===== src/rtl/axi4l_reg_bridge.sv =====
// axi4l_reg_bridge: AXI4-Lite slave to single-outstanding req/ack register bus bridge.
// Ports: clk/rst (sync, active-high); s_aw*/s_w*/s_b* AXI4-Lite write channels;
// s_ar*/s_r* AXI4-Lite read channels; reg_* backend bus (req held until ack or timeout).
// Optional AXI4L_PROT_CHECK_EN: unprivileged in-window accesses get SLVERR without a bus cycle.
module axi4l_reg_bridge #(
  parameter int ADDR_W = 32,
  parameter int DATA_W = 32,
  parameter logic [ADDR_W-1:0] ADDR_BASE = 32'h4000_0000,
  parameter logic [ADDR_W-1:0] ADDR_SIZE = 32'h0000_1000,
  parameter int TIMEOUT = 16
) (
  input  logic                clk,
  input  logic                rst,
  input  logic                s_awvalid,
  output logic                s_awready,
  input  logic [ADDR_W-1:0]   s_awaddr,
  input  logic [2:0]          s_awprot,
  input  logic                s_wvalid,
  output logic                s_wready,
  input  logic [DATA_W-1:0]   s_wdata,
  input  logic [DATA_W/8-1:0] s_wstrb,
  output logic                s_bvalid,
  input  logic                s_bready,
  output logic [1:0]          s_bresp,
  input  logic                s_arvalid,
  output logic                s_arready,
  input  logic [ADDR_W-1:0]   s_araddr,
  input  logic [2:0]          s_arprot,
  output logic                s_rvalid,
  input  logic                s_rready,
  output logic [DATA_W-1:0]   s_rdata,
  output logic [1:0]          s_rresp,
  output logic                reg_req,
  output logic                reg_we,
  output logic [ADDR_W-1:0]   reg_addr,
  output logic [DATA_W-1:0]   reg_wdata,
  output logic [DATA_W/8-1:0] reg_wstrb,
  input  logic                reg_ack,
  input  logic                reg_err,
  input  logic [DATA_W-1:0]   reg_rdata
);
  localparam int SW = DATA_W / 8;
  localparam int CW = $clog2(TIMEOUT);
  localparam logic [ADDR_W-1:0] WIN_M = ADDR_SIZE - 1'b1;
  localparam logic [ADDR_W-1:0] OFF_M = WIN_M & ({ADDR_W{1'b1}} << $clog2(SW));
  localparam logic [1:0] OKAY = 2'b00, SLVERR = 2'b10, DECERR = 2'b11;
`ifdef AXI4L_PROT_CHECK_EN
  localparam bit PROT_EN = 1'b1;
`else
  localparam bit PROT_EN = 1'b0;
`endif
  typedef enum logic [2:0] {IDLE, WR_BUS, WR_RESP, RD_BUS, RD_RESP} state_t;
  state_t              state_q, state_d;
  logic                aw_held_q, aw_held_d, w_held_q, w_held_d, aw_priv_q, aw_priv_d;
  logic [ADDR_W-1:0]   aw_addr_q, aw_addr_d;
  logic [DATA_W-1:0]   w_data_q, w_data_d;
  logic [SW-1:0]       w_strb_q, w_strb_d;
  logic                prio_rd_q, prio_rd_d;
  logic [CW-1:0]       cnt_q, cnt_d;
  logic                req_q, req_d, we_q, we_d;
  logic [ADDR_W-1:0]   addr_q, addr_d;
  logic [DATA_W-1:0]   wdata_q, wdata_d, rdata_q, rdata_d;
  logic [SW-1:0]       wstrb_q, wstrb_d;
  logic                bvalid_q, bvalid_d, rvalid_q, rvalid_d;
  logic [1:0]          bresp_q, bresp_d, rresp_q, rresp_d;
  logic                ar_hs, bus_ok;
  logic                unused_prot;
  // Base is aligned to the power-of-two size, so masking the offset bits decodes the window.
  function automatic logic hit(input logic [ADDR_W-1:0] a);
    return (a & ~WIN_M) == ADDR_BASE;
  endfunction
  function automatic logic deny(input logic priv);
    return PROT_EN && !priv;
  endfunction
  assign unused_prot = ^{s_awprot[2:1], s_arprot[2:1]};
  assign s_awready = !rst && state_q == IDLE && !aw_held_q;
  assign s_wready  = !rst && state_q == IDLE && !w_held_q;
  assign s_arready = !rst && state_q == IDLE && (!(aw_held_q && w_held_q) || prio_rd_q);
  assign ar_hs     = s_arvalid && s_arready;
  assign bus_ok    = reg_ack && !reg_err;
  always_comb begin
    state_d = state_q;
    aw_held_d = aw_held_q;
    w_held_d = w_held_q;
    aw_priv_d = aw_priv_q;
    aw_addr_d = aw_addr_q;
    w_data_d = w_data_q;
    w_strb_d = w_strb_q;
    prio_rd_d = prio_rd_q;
    cnt_d = cnt_q;
    req_d = req_q;
    we_d = we_q;
    addr_d = addr_q;
    wdata_d = wdata_q;
    wstrb_d = wstrb_q;
    rdata_d = rdata_q;
    bvalid_d = bvalid_q;
    rvalid_d = rvalid_q;
    bresp_d = bresp_q;
    rresp_d = rresp_q;
    case (state_q)
      IDLE: begin
        cnt_d = '0;
        if (s_awvalid && s_awready) begin
          aw_held_d = 1'b1;
          aw_addr_d = s_awaddr;
          aw_priv_d = s_awprot[0];
        end
        if (s_wvalid && s_wready) begin
          w_held_d = 1'b1;
          w_data_d = s_wdata;
          w_strb_d = s_wstrb;
        end
        // A granted read wins; any half-captured write stays held for later.
        if (ar_hs) begin
          rdata_d = '0;
          rresp_d = hit(s_araddr) ? SLVERR : DECERR;
          if (hit(s_araddr) && !deny(s_arprot[0])) begin
            state_d = RD_BUS;
            req_d = 1'b1;
            we_d = 1'b0;
            addr_d = s_araddr & OFF_M;
          end else begin
            state_d = RD_RESP;
            rvalid_d = 1'b1;
          end
        end else if (aw_held_q && w_held_q) begin
          bresp_d = hit(aw_addr_q) ? SLVERR : DECERR;
          if (hit(aw_addr_q) && !deny(aw_priv_q)) begin
            state_d = WR_BUS;
            req_d = 1'b1;
            we_d = 1'b1;
            addr_d = aw_addr_q & OFF_M;
            wdata_d = w_data_q;
            wstrb_d = w_strb_q;
          end else begin
            state_d = WR_RESP;
            bvalid_d = 1'b1;
          end
        end
      end
      WR_BUS, RD_BUS: begin
        cnt_d = cnt_q + 1'b1;
        // Ack is checked first so an ack on the final timeout cycle still counts.
        if (reg_ack || cnt_q == CW'(TIMEOUT - 1)) begin
          req_d = 1'b0;
          if (state_q == RD_BUS) begin
            state_d = RD_RESP;
            rvalid_d = 1'b1;
            rresp_d = bus_ok ? OKAY : SLVERR;
            rdata_d = reg_ack ? reg_rdata : '0;
          end else begin
            state_d = WR_RESP;
            bvalid_d = 1'b1;
            bresp_d = bus_ok ? OKAY : SLVERR;
          end
        end
      end
      WR_RESP: if (s_bready) begin
        state_d = IDLE;
        bvalid_d = 1'b0;
        aw_held_d = 1'b0;
        w_held_d = 1'b0;
        prio_rd_d = 1'b1;
      end
      RD_RESP: if (s_rready) begin
        state_d = IDLE;
        rvalid_d = 1'b0;
        prio_rd_d = 1'b0;
      end
      default: state_d = IDLE;
    endcase
  end
  always_ff @(posedge clk) begin
    if (rst) begin
      state_q <= IDLE;
      aw_held_q <= 1'b0;
      w_held_q <= 1'b0;
      aw_priv_q <= 1'b0;
      aw_addr_q <= '0;
      w_data_q <= '0;
      w_strb_q <= '0;
      prio_rd_q <= 1'b0;
      cnt_q <= '0;
      req_q <= 1'b0;
      we_q <= 1'b0;
      addr_q <= '0;
      wdata_q <= '0;
      wstrb_q <= '0;
      rdata_q <= '0;
      bvalid_q <= 1'b0;
      rvalid_q <= 1'b0;
      bresp_q <= OKAY;
      rresp_q <= OKAY;
    end else begin
      state_q <= state_d;
      aw_held_q <= aw_held_d;
      w_held_q <= w_held_d;
      aw_priv_q <= aw_priv_d;
      aw_addr_q <= aw_addr_d;
      w_data_q <= w_data_d;
      w_strb_q <= w_strb_d;
      prio_rd_q <= prio_rd_d;
      cnt_q <= cnt_d;
      req_q <= req_d;
      we_q <= we_d;
      addr_q <= addr_d;
      wdata_q <= wdata_d;
      wstrb_q <= wstrb_d;
      rdata_q <= rdata_d;
      bvalid_q <= bvalid_d;
      rvalid_q <= rvalid_d;
      bresp_q <= bresp_d;
      rresp_q <= rresp_d;
    end
  end
  assign s_bvalid  = bvalid_q;
  assign s_bresp   = bresp_q;
  assign s_rvalid  = rvalid_q;
  assign s_rresp   = rresp_q;
  assign s_rdata   = rdata_q;
  assign reg_req   = req_q;
  assign reg_we    = we_q;
  assign reg_addr  = addr_q;
  assign reg_wdata = wdata_q;
  assign reg_wstrb = wstrb_q;
endmodule


===== config.mk =====
export PLATFORM = sky130hd
export DESIGN_NAME = axi4l_reg_bridge
export DESIGN_NICKNAME = d
export VERILOG_FILES = /design/src/rtl/axi4l_reg_bridge.sv
export SDC_FILE = /design/constraint.sdc
export NUM_CORES = 1
export LEC_CHECK = 0
export ABC_AREA = 1
export CAP_MARGIN = 10
export CORE_AREA = 2 2 155 157
export CTS_CLUSTER_SIZE = 40
export DETAILED_ROUTE_END_ITERATION = 16
export DIE_AREA = 0 0 157 159
export REMOVE_ABC_BUFFERS = 1
export SLEW_MARGIN = 30
export SYNTH_ARGS = -nofsm -noshare
export SYNTH_HDL_FRONTEND = slang
export SYNTH_SLANG_ARGS = --single-unit
export TNS_END_PERCENT = 1

===== constraint.sdc =====
create_clock -name clk -period 2.3 [get_ports clk]
set_input_delay 0.23 -clock clk [delete_from_list [all_inputs] [get_ports clk]]
set_output_delay 0.23 -clock clk [all_outputs]
set_load 0.005 [all_outputs]

==> key figures, run 1 <==
Synthesis
  • Post-synthesis register bit count: 162
  • Predominant post-synthesis flop cell: dfxtp_1
  • EDFF count, synth: 0
  • Netlist Area Pre-Place: 6870 um^2
  • Sequential fraction of the synthesis area: 47.2%
  • Synth area leaders: dfxtp_1, nor2_1, o21ai_0
  • Synth cell types: 31
  • Top cell type's share of synthesized area: 47.2%
  • Yosys warning count: 0
  • Async SR Flop Fraction: 0%
  • Synth Instances: 928
  • Yosys top cell by area: dfxtp_1
  • Syn_area_per_cell: 7.40 um^2

GRT
  • Pin count of the biggest net entering global routing: 137
  • Grt ovf: 0
  • Initial antenna violation count: 0
  • Vias in the first global route: 6115
  • Tot GR Track Use: 15.6%
  • First-pass GRT wire length: 31.2 mm

Finish
  • Diode count: 0
  • Finished Cell Area: 10000 um^2
  • Most common cell after layout, fill and taps aside: nor2_1
  • P&R area growth vs syn: 45.6%
  • Layout filler cell count: 2416
  • Final design utilization: 43.1%
  • Commonest non-fill, non-tap cells in the layout: nor2_1, clkdlybuf4s50_1, dfxtp_1, nand2_1, o21ai_0
  • Ratio of cells with drive above 1 in the final layout: 9.30%
  • Final net count: 1285

Timing
  • Fmax: 483 MHz
  • RSZ-0062 raised after global routing: false
  • Post-layout min period: 2.07 ns
  • Worst-Margin Slew: 0.538 ns
  • Slew Viols, Final: 0
  • Final Hold Fails: 0
  • Worst hold margin: 0.376 ns
  • Final Setup Violations: 0
  • Slew Limit Headroom: 64.1%
  • Final worst path period share: 90.1%
  • Worst Clk Skew: 0.0117 ns

Power
  • PD cells: 916 nW/um^2
  • Comb pwr share: 28.8%
  • Max VDD drop: 454 uV
  • Flop pwr share: 39.0%
  • Sw frac: 31.9%
  • Internal power: 0.00624 W
  • Leakage: 3.82 nW
  • Switch Pwr: 0.00292 W
  • Power share of the clock group: 32.2%
  • Power Total: 0.00916 W

Worst setup path
  • CP max-delay cell: clkdlybuf4s50_1
  • Required @ worst endpoint: 2.07 ns
  • CP Capture Type: output pin
  • Worst reg2reg endpoint: s_rdata[20]
  • R2r setup slk: 0.49 ns
  • Largest stage delay on the critical path: 0.55 ns
  • CP cell instances: nor2_4, nand3_4, nor2_1, clkdlybuf4s50_1
  • Top Family by Delay on Critical Path: buffers and inverters
  • FF-to-FF Start: state_q[0]
  • CP arrival: 1.84 ns
  • Setup CP Type: register to output pin
  • R2R depth: 9
  • Crit path max fanout: 5
  • Startpoint types: register
  • CP bufs+invs: 1

Die
  • Initial core utilization: 29.6%
  • Core Rows: 56
  • Die area: 25000 um^2
  • Die Span Y: 159 um
  • Die Span X: 157 um
  • Core Area: 23200 um^2
  • Top Ports: 258

CTS
  • Cells resized by post-CTS repair: 0
  • Root buf cell: clkbuf_16
  • Clock transition at path regs: 0.07 ns
  • Skew-Pair Late Insertion Delay: 0.43 ns
  • CTS Buf Count: 17
  • CTS tree: yes
  • H-tree depth: 4
  • Hold buffers post-CTS: 0
  • Clock sinks: 162
  • Setup Buffers After CTS: 0
  • Max Root-Sink Buffers: 2

Routing
  • DRT Pass-1 Iters: 6
  • Number of vias per cell: 4.33
  • Drt wl/cell: 13.1 um
  • Initial drt markers: 309
  • Antenna violation net count after detailed routing: 0
  • Routed WL: 19.3 mm
  • DRC Markers: 0
  • Via count: 6365

Placed design
  • GP Congestion: 0.806
  • Cell Area, Placed: 9390 um^2
  • Detail Placement HPWL: 13.1 mm
  • IO Port Bufs: 225

Status
  • Status: finished, final reports clean

Worst hold path
  • Worst Hold Class: input pin to register
  • Hold depth: 3
  • Hold path endpoint: s_rdata[15]
  • Hold path start: reg_rdata[15]

Job
  • Max-cap violations: 0
-- registers in the layout (all words and copies together), names as in the netlist, 3 cells and up --
name,flops
reg_addr,10
reg_wstrb,4
s_rdata,32
aw_addr_q,30
reg_wdata,32
w_strb_q,4
cnt_q,4
state_q,3
w_data_q,32
-- per-layer routing --
metal,share of wire (%),up-vias,global-route usage [%]
met2,46,154,26.0
met1,47,2828,19.7
li1,-,3363,-
met5,0,-,0
met3,5.4,20,3.54
met4,1.8,0,5.38
-- worst register-to-register path, stage by stage, from the launching register on --
cell	delay, ns
dfxtp_1	0.39
inv_1	0.12
nor2_4	0.20
inv_2	0.18
nor2_1	0.13
inv_1	0.10
nand3_4	0.13
buf_4	0.25
nand2_1	0.10
a21oi_2	0.14
-- how the worst max path moves through the flow --
stage,startpoint,end,slack (ns),cells after the start
4_1_cts,state_q[1],s_awready,0.19,4
3_3_place_gp,s_arvalid,reg_wdata[0],0.34,8
3_5_place_dp,s_arvalid,reg_wdata[15],0.26,8
6_report,state_q[1],s_awready,0.23,4
5_1_grt,state_q[1],s_wready,0.12,4
2_1_floorplan,aw_addr_q[16],reg_wdata[0],-0.61,8
-- cell type report --
class | instances | area [um^2] | area share [%]
clock buffer | 18 | 439 | 4.39
clock inverter | 14 | 166 | 1.66
inverter | 31 | 120 | 1.20
multi-input combinational | 680 | 3150 | 31.5
sequential | 162 | 3240 | 32.4
tap | 319 | 399 | 3.99
timing repair buffer | 245 | 2480 | 24.8
-- stage by stage --
stage | setup TNS, ns | setup slack (ns) | cells
2_1_floorplan | -36.30 | -0.608 | 873
3_3_place_gp | 0 | 0.335 | 1437
3_5_place_dp | 0 | 0.261 | 1437
4_1_cts | 0 | 0.187 | 1469
5_1_grt | 0 | 0.121 | 1469
6_report | 0 | 0.228 | 1469
-- synth_stat cells, types with 11 or more instances --
master	number
a21oi_2	17
nor2_1	276
buf_2	21
buf_4	30
clkbuf_1	22
nand3_2	16
nand3b_1	11
o21ai_1	16
inv_1	25
o21ai_0	110
dfxtp_1	162
nand2_1	126
a21oi_1	56
-- cell families (layout without fill, tap and decap cells) --
group | count (synthesis) | after routing | share of synthesized area (%)
DFF | 162 | 162 | 47.2
xor gates and xnor gates | 1 | 1 | 0.128
adders and majority gates | 1 | 1 | 0.182
buffers and inverters | 107 | 308 | 8.23
AOI/OAI and AO/OA | 202 | 202 | 15.7
and+or+nand+nor | 454 | 454 | 28.5
other | 1 | 22 | 0.0546
-- power groups by stage --
stage,clock (W),combinational [W],sequential [W]
6_report,0.00294,0.00264,0.00357
5_1_grt,0.00314,0.00296,0.00365
4_1_cts,0.00303,0.00267,0.00358
3_5_place_dp,0,0.00266,0.00364
3_3_place_gp,0,0.00266,0.00362
2_1_floorplan,0,0.00135,0.00362
Power figures use the tool's default switching activity.
==> run 2: changes to the inputs <==
- CORE_AREA: 2 2 155 157 -> 2 2 184 132
- DIE_AREA: 0 0 157 159 -> 0 0 186 134
==> run 2 against run 1 <==
Largest cell class unchanged. Sequential power barely moved. Largest power group unchanged. Final area barely moved. Setup slack got worse by 0.024 ns. Sequential share of layout area barely moved. Non-clock buffer count fell by 2. Global-route usage rose by 0.16 points. Fmax fell by 1.1%. Clock power fell by 3%. Die area fell by 0.16%. Critical path type unchanged.
==> key figures, run 2 (same netlist as run 1, synthesis figures left out) <==
Worst hold path
  • Worst Hold Class: input pin to register
  • Hold depth: 3 (unchanged)

Worst setup path
  • Setup CP Type: register to output pin
  • Required @ worst endpoint: 2.07 ns (about the same)
  • CP max-delay cell: clkdlybuf4s50_1
  • Startpoint types: register
  • CP arrival: 1.87 ns (+0.03 ns)
  • Crit path max fanout: 5 (unchanged)
  • Largest stage delay on the critical path: 0.56 ns (about the same)
  • CP Capture Type: output pin
  • CP cell instances: nor2_4, nand3_4, nor2_1, clkdlybuf4s50_1
  • R2R depth: 9 (unchanged)

Routing
  • Drt wl/cell: 13.5 um (+2.8%)
  • Number of vias per cell: 4.34 (+0.28%)
  • Via count: 6374 (+0.14%)
  • DRT Pass-1 Iters: 4 (-2)
  • Initial drt markers: 260 (-16%)
  • Antenna violation net count after detailed routing: 0 (unchanged)
  • Routed WL: 19.8 mm (+2.7%)
  • DRC Markers: 0 (unchanged)

Timing
  • RSZ-0062 raised after global routing: false
  • Slew Viols, Final: 0 (unchanged)
  • Fmax: 477 MHz (-1.1%)
  • Worst-Margin Slew: 0.552 ns (+0.0145 ns)
  • Setup TNS Final: 0 ns (unchanged)
  • Final Setup Violations: 0 (unchanged)
  • Final worst path period share: 91.1% (+1.0 points)
  • Slew Limit Headroom: 63.2% (-0.96 points)
  • Worst Clk Skew: 0.0184 ns (+0.00666 ns)
  • Post-layout min period: 2.10 ns (+0.0237 ns)
  • Final WS setup: 0.204 ns (-0.0237 ns)
  • Final Hold Fails: 0 (unchanged)

GRT
  • Tot GR Track Use: 15.7% (+0.16 points)
  • Grt ovf: 0 (unchanged)
  • First-pass GRT wire length: 30.9 mm (-1.1%)
  • Vias in the first global route: 5862 (-4.1%)
  • Pin count of the biggest net entering global routing: 137 (unchanged)
  • Initial antenna violation count: 1 (+1)

Power
  • Power Total: 0.00909 W (-0.73%)
  • PD cells: 909 nW/um^2 (-0.68%)
  • Max VDD drop: 481 uV (+6.0%)
  • Leakage: 3.80 nW (-0.53%)

CTS
  • Setup Buffers After CTS: 0 (unchanged)
  • CTS tree: yes
  • CTS Buf Count: 17 (unchanged)
  • Clock sinks: 162 (unchanged)
  • Root buf cell: clkbuf_16
  • Max Root-Sink Buffers: 2 (unchanged)
  • Skew-Pair Late Insertion Delay: 0.44 ns (about the same)
  • H-tree depth: 4 (unchanged)
  • Clock transition at path regs: 0.07 ns (about the same)
  • Cells resized by post-CTS repair: 0 (unchanged)
  • Hold buffers post-CTS: 0 (unchanged)

Placed design
  • Pre-CTS setup slack: 0.256 ns (-0.00459 ns)
  • GP Congestion: 0.769 (-4.6%)
  • IO Port Bufs: 225 (unchanged)
  • Cell Area, Placed: 9400 um^2 (about the same)
  • Detail Placement HPWL: 13.4 mm (+2.5%)

Die
  • Top Ports: 258 (unchanged)
  • Die area: 24900 um^2 (-0.16%)
  • Core Rows: 47 (-16%)
  • Die Span X: 186 um (+18%)
  • Initial core utilization: 29.6% (-0.046 points)
  • Core Area: 23200 um^2 (+0.16%)
  • Die Span Y: 134 um (-16%)

Finish
  • Final design utilization: 43.0% (-0.089 points)
  • Ratio of cells with drive above 1 in the final layout: 9.15% (-0.16 points)
  • Commonest non-fill, non-tap cells in the layout: nor2_1, clkdlybuf4s50_1, dfxtp_1, nand2_1, o21ai_0
  • Finished Cell Area: 9990 um^2 (about the same)
  • Most common cell after layout, fill and taps aside: nor2_1
  • P&R area growth vs syn: 45.5% (about the same)
  • Final net count: 1283 (-0.16%)
  • Layout filler cell count: 2341 (-3.1%)

Job
  • Max-cap violations: 0 (unchanged)

Status
  • Status: finished, final reports clean
[run 2: cell types whose count changed in the layout (fill, tap and decap cells not counted), sizes merged]
cell	delta
buf	-2
bufinv	-2
clkinvlp	+2
clkbuf	-1
diode	+1
inv	+1
[run 2: layer usage]
layer  vias up  GRT usage, %  wire length, um
li1       3369             -                -
met1      2816          21.3             9800
met2       175          24.3             8420
met3        14          5.16             1410
met4         0          3.67              156
met5         -             0                0
[run 2: final cells by class]
class | count | area [um^2] | area share [%]
Sequential cell | 162 | 3240 | 32.5
Multi-Input combinational cell | 680 | 3150 | 31.6
Timing Repair Buffer | 243 | 2490 | 24.9
Clock buffer | 17 | 425 | 4.26
Tap cell | 318 | 398 | 3.98
Clock inverter | 15 | 164 | 1.64
Inverter | 31 | 120 | 1.20
Antenna cell | 1 | 2.50 | 0.0250
[run 2: final timing paths]
kind / startpoint / end / slack [ns]
min: reg_rdata[14] / s_rdata[14] / 0.37
min reg2reg: s_rvalid / s_rvalid / 0.46
max: state_q[1] / s_wready / 0.20
max reg2reg: aw_addr_q[28] / reg_wdata[17] / 0.50
[run 2: worst max-delay path, delay by kind of cell, from the launching register on]
kind          cells  cell delay [ns]
flops             1             0.38
simple gates      3             0.50
buf+inv           1             0.56
[run 2: per-stage QoR]
step | instances | hold WS, ns
6_report | 1467 | 0.370
5_1_grt | 1466 | 0.366
4_1_cts | 1466 | 0.349
3_5_place_dp | 1434 | 0.443
3_3_place_gp | 1434 | 0.444
2_1_floorplan | 873 | 0.292
[run 2: power by group]
part	internal (W)	switching, W
logic	0.00127	0.00141
clock network	0.00146	0.00138
registers	0.00331	0.000269
total	0.00603	0.00305
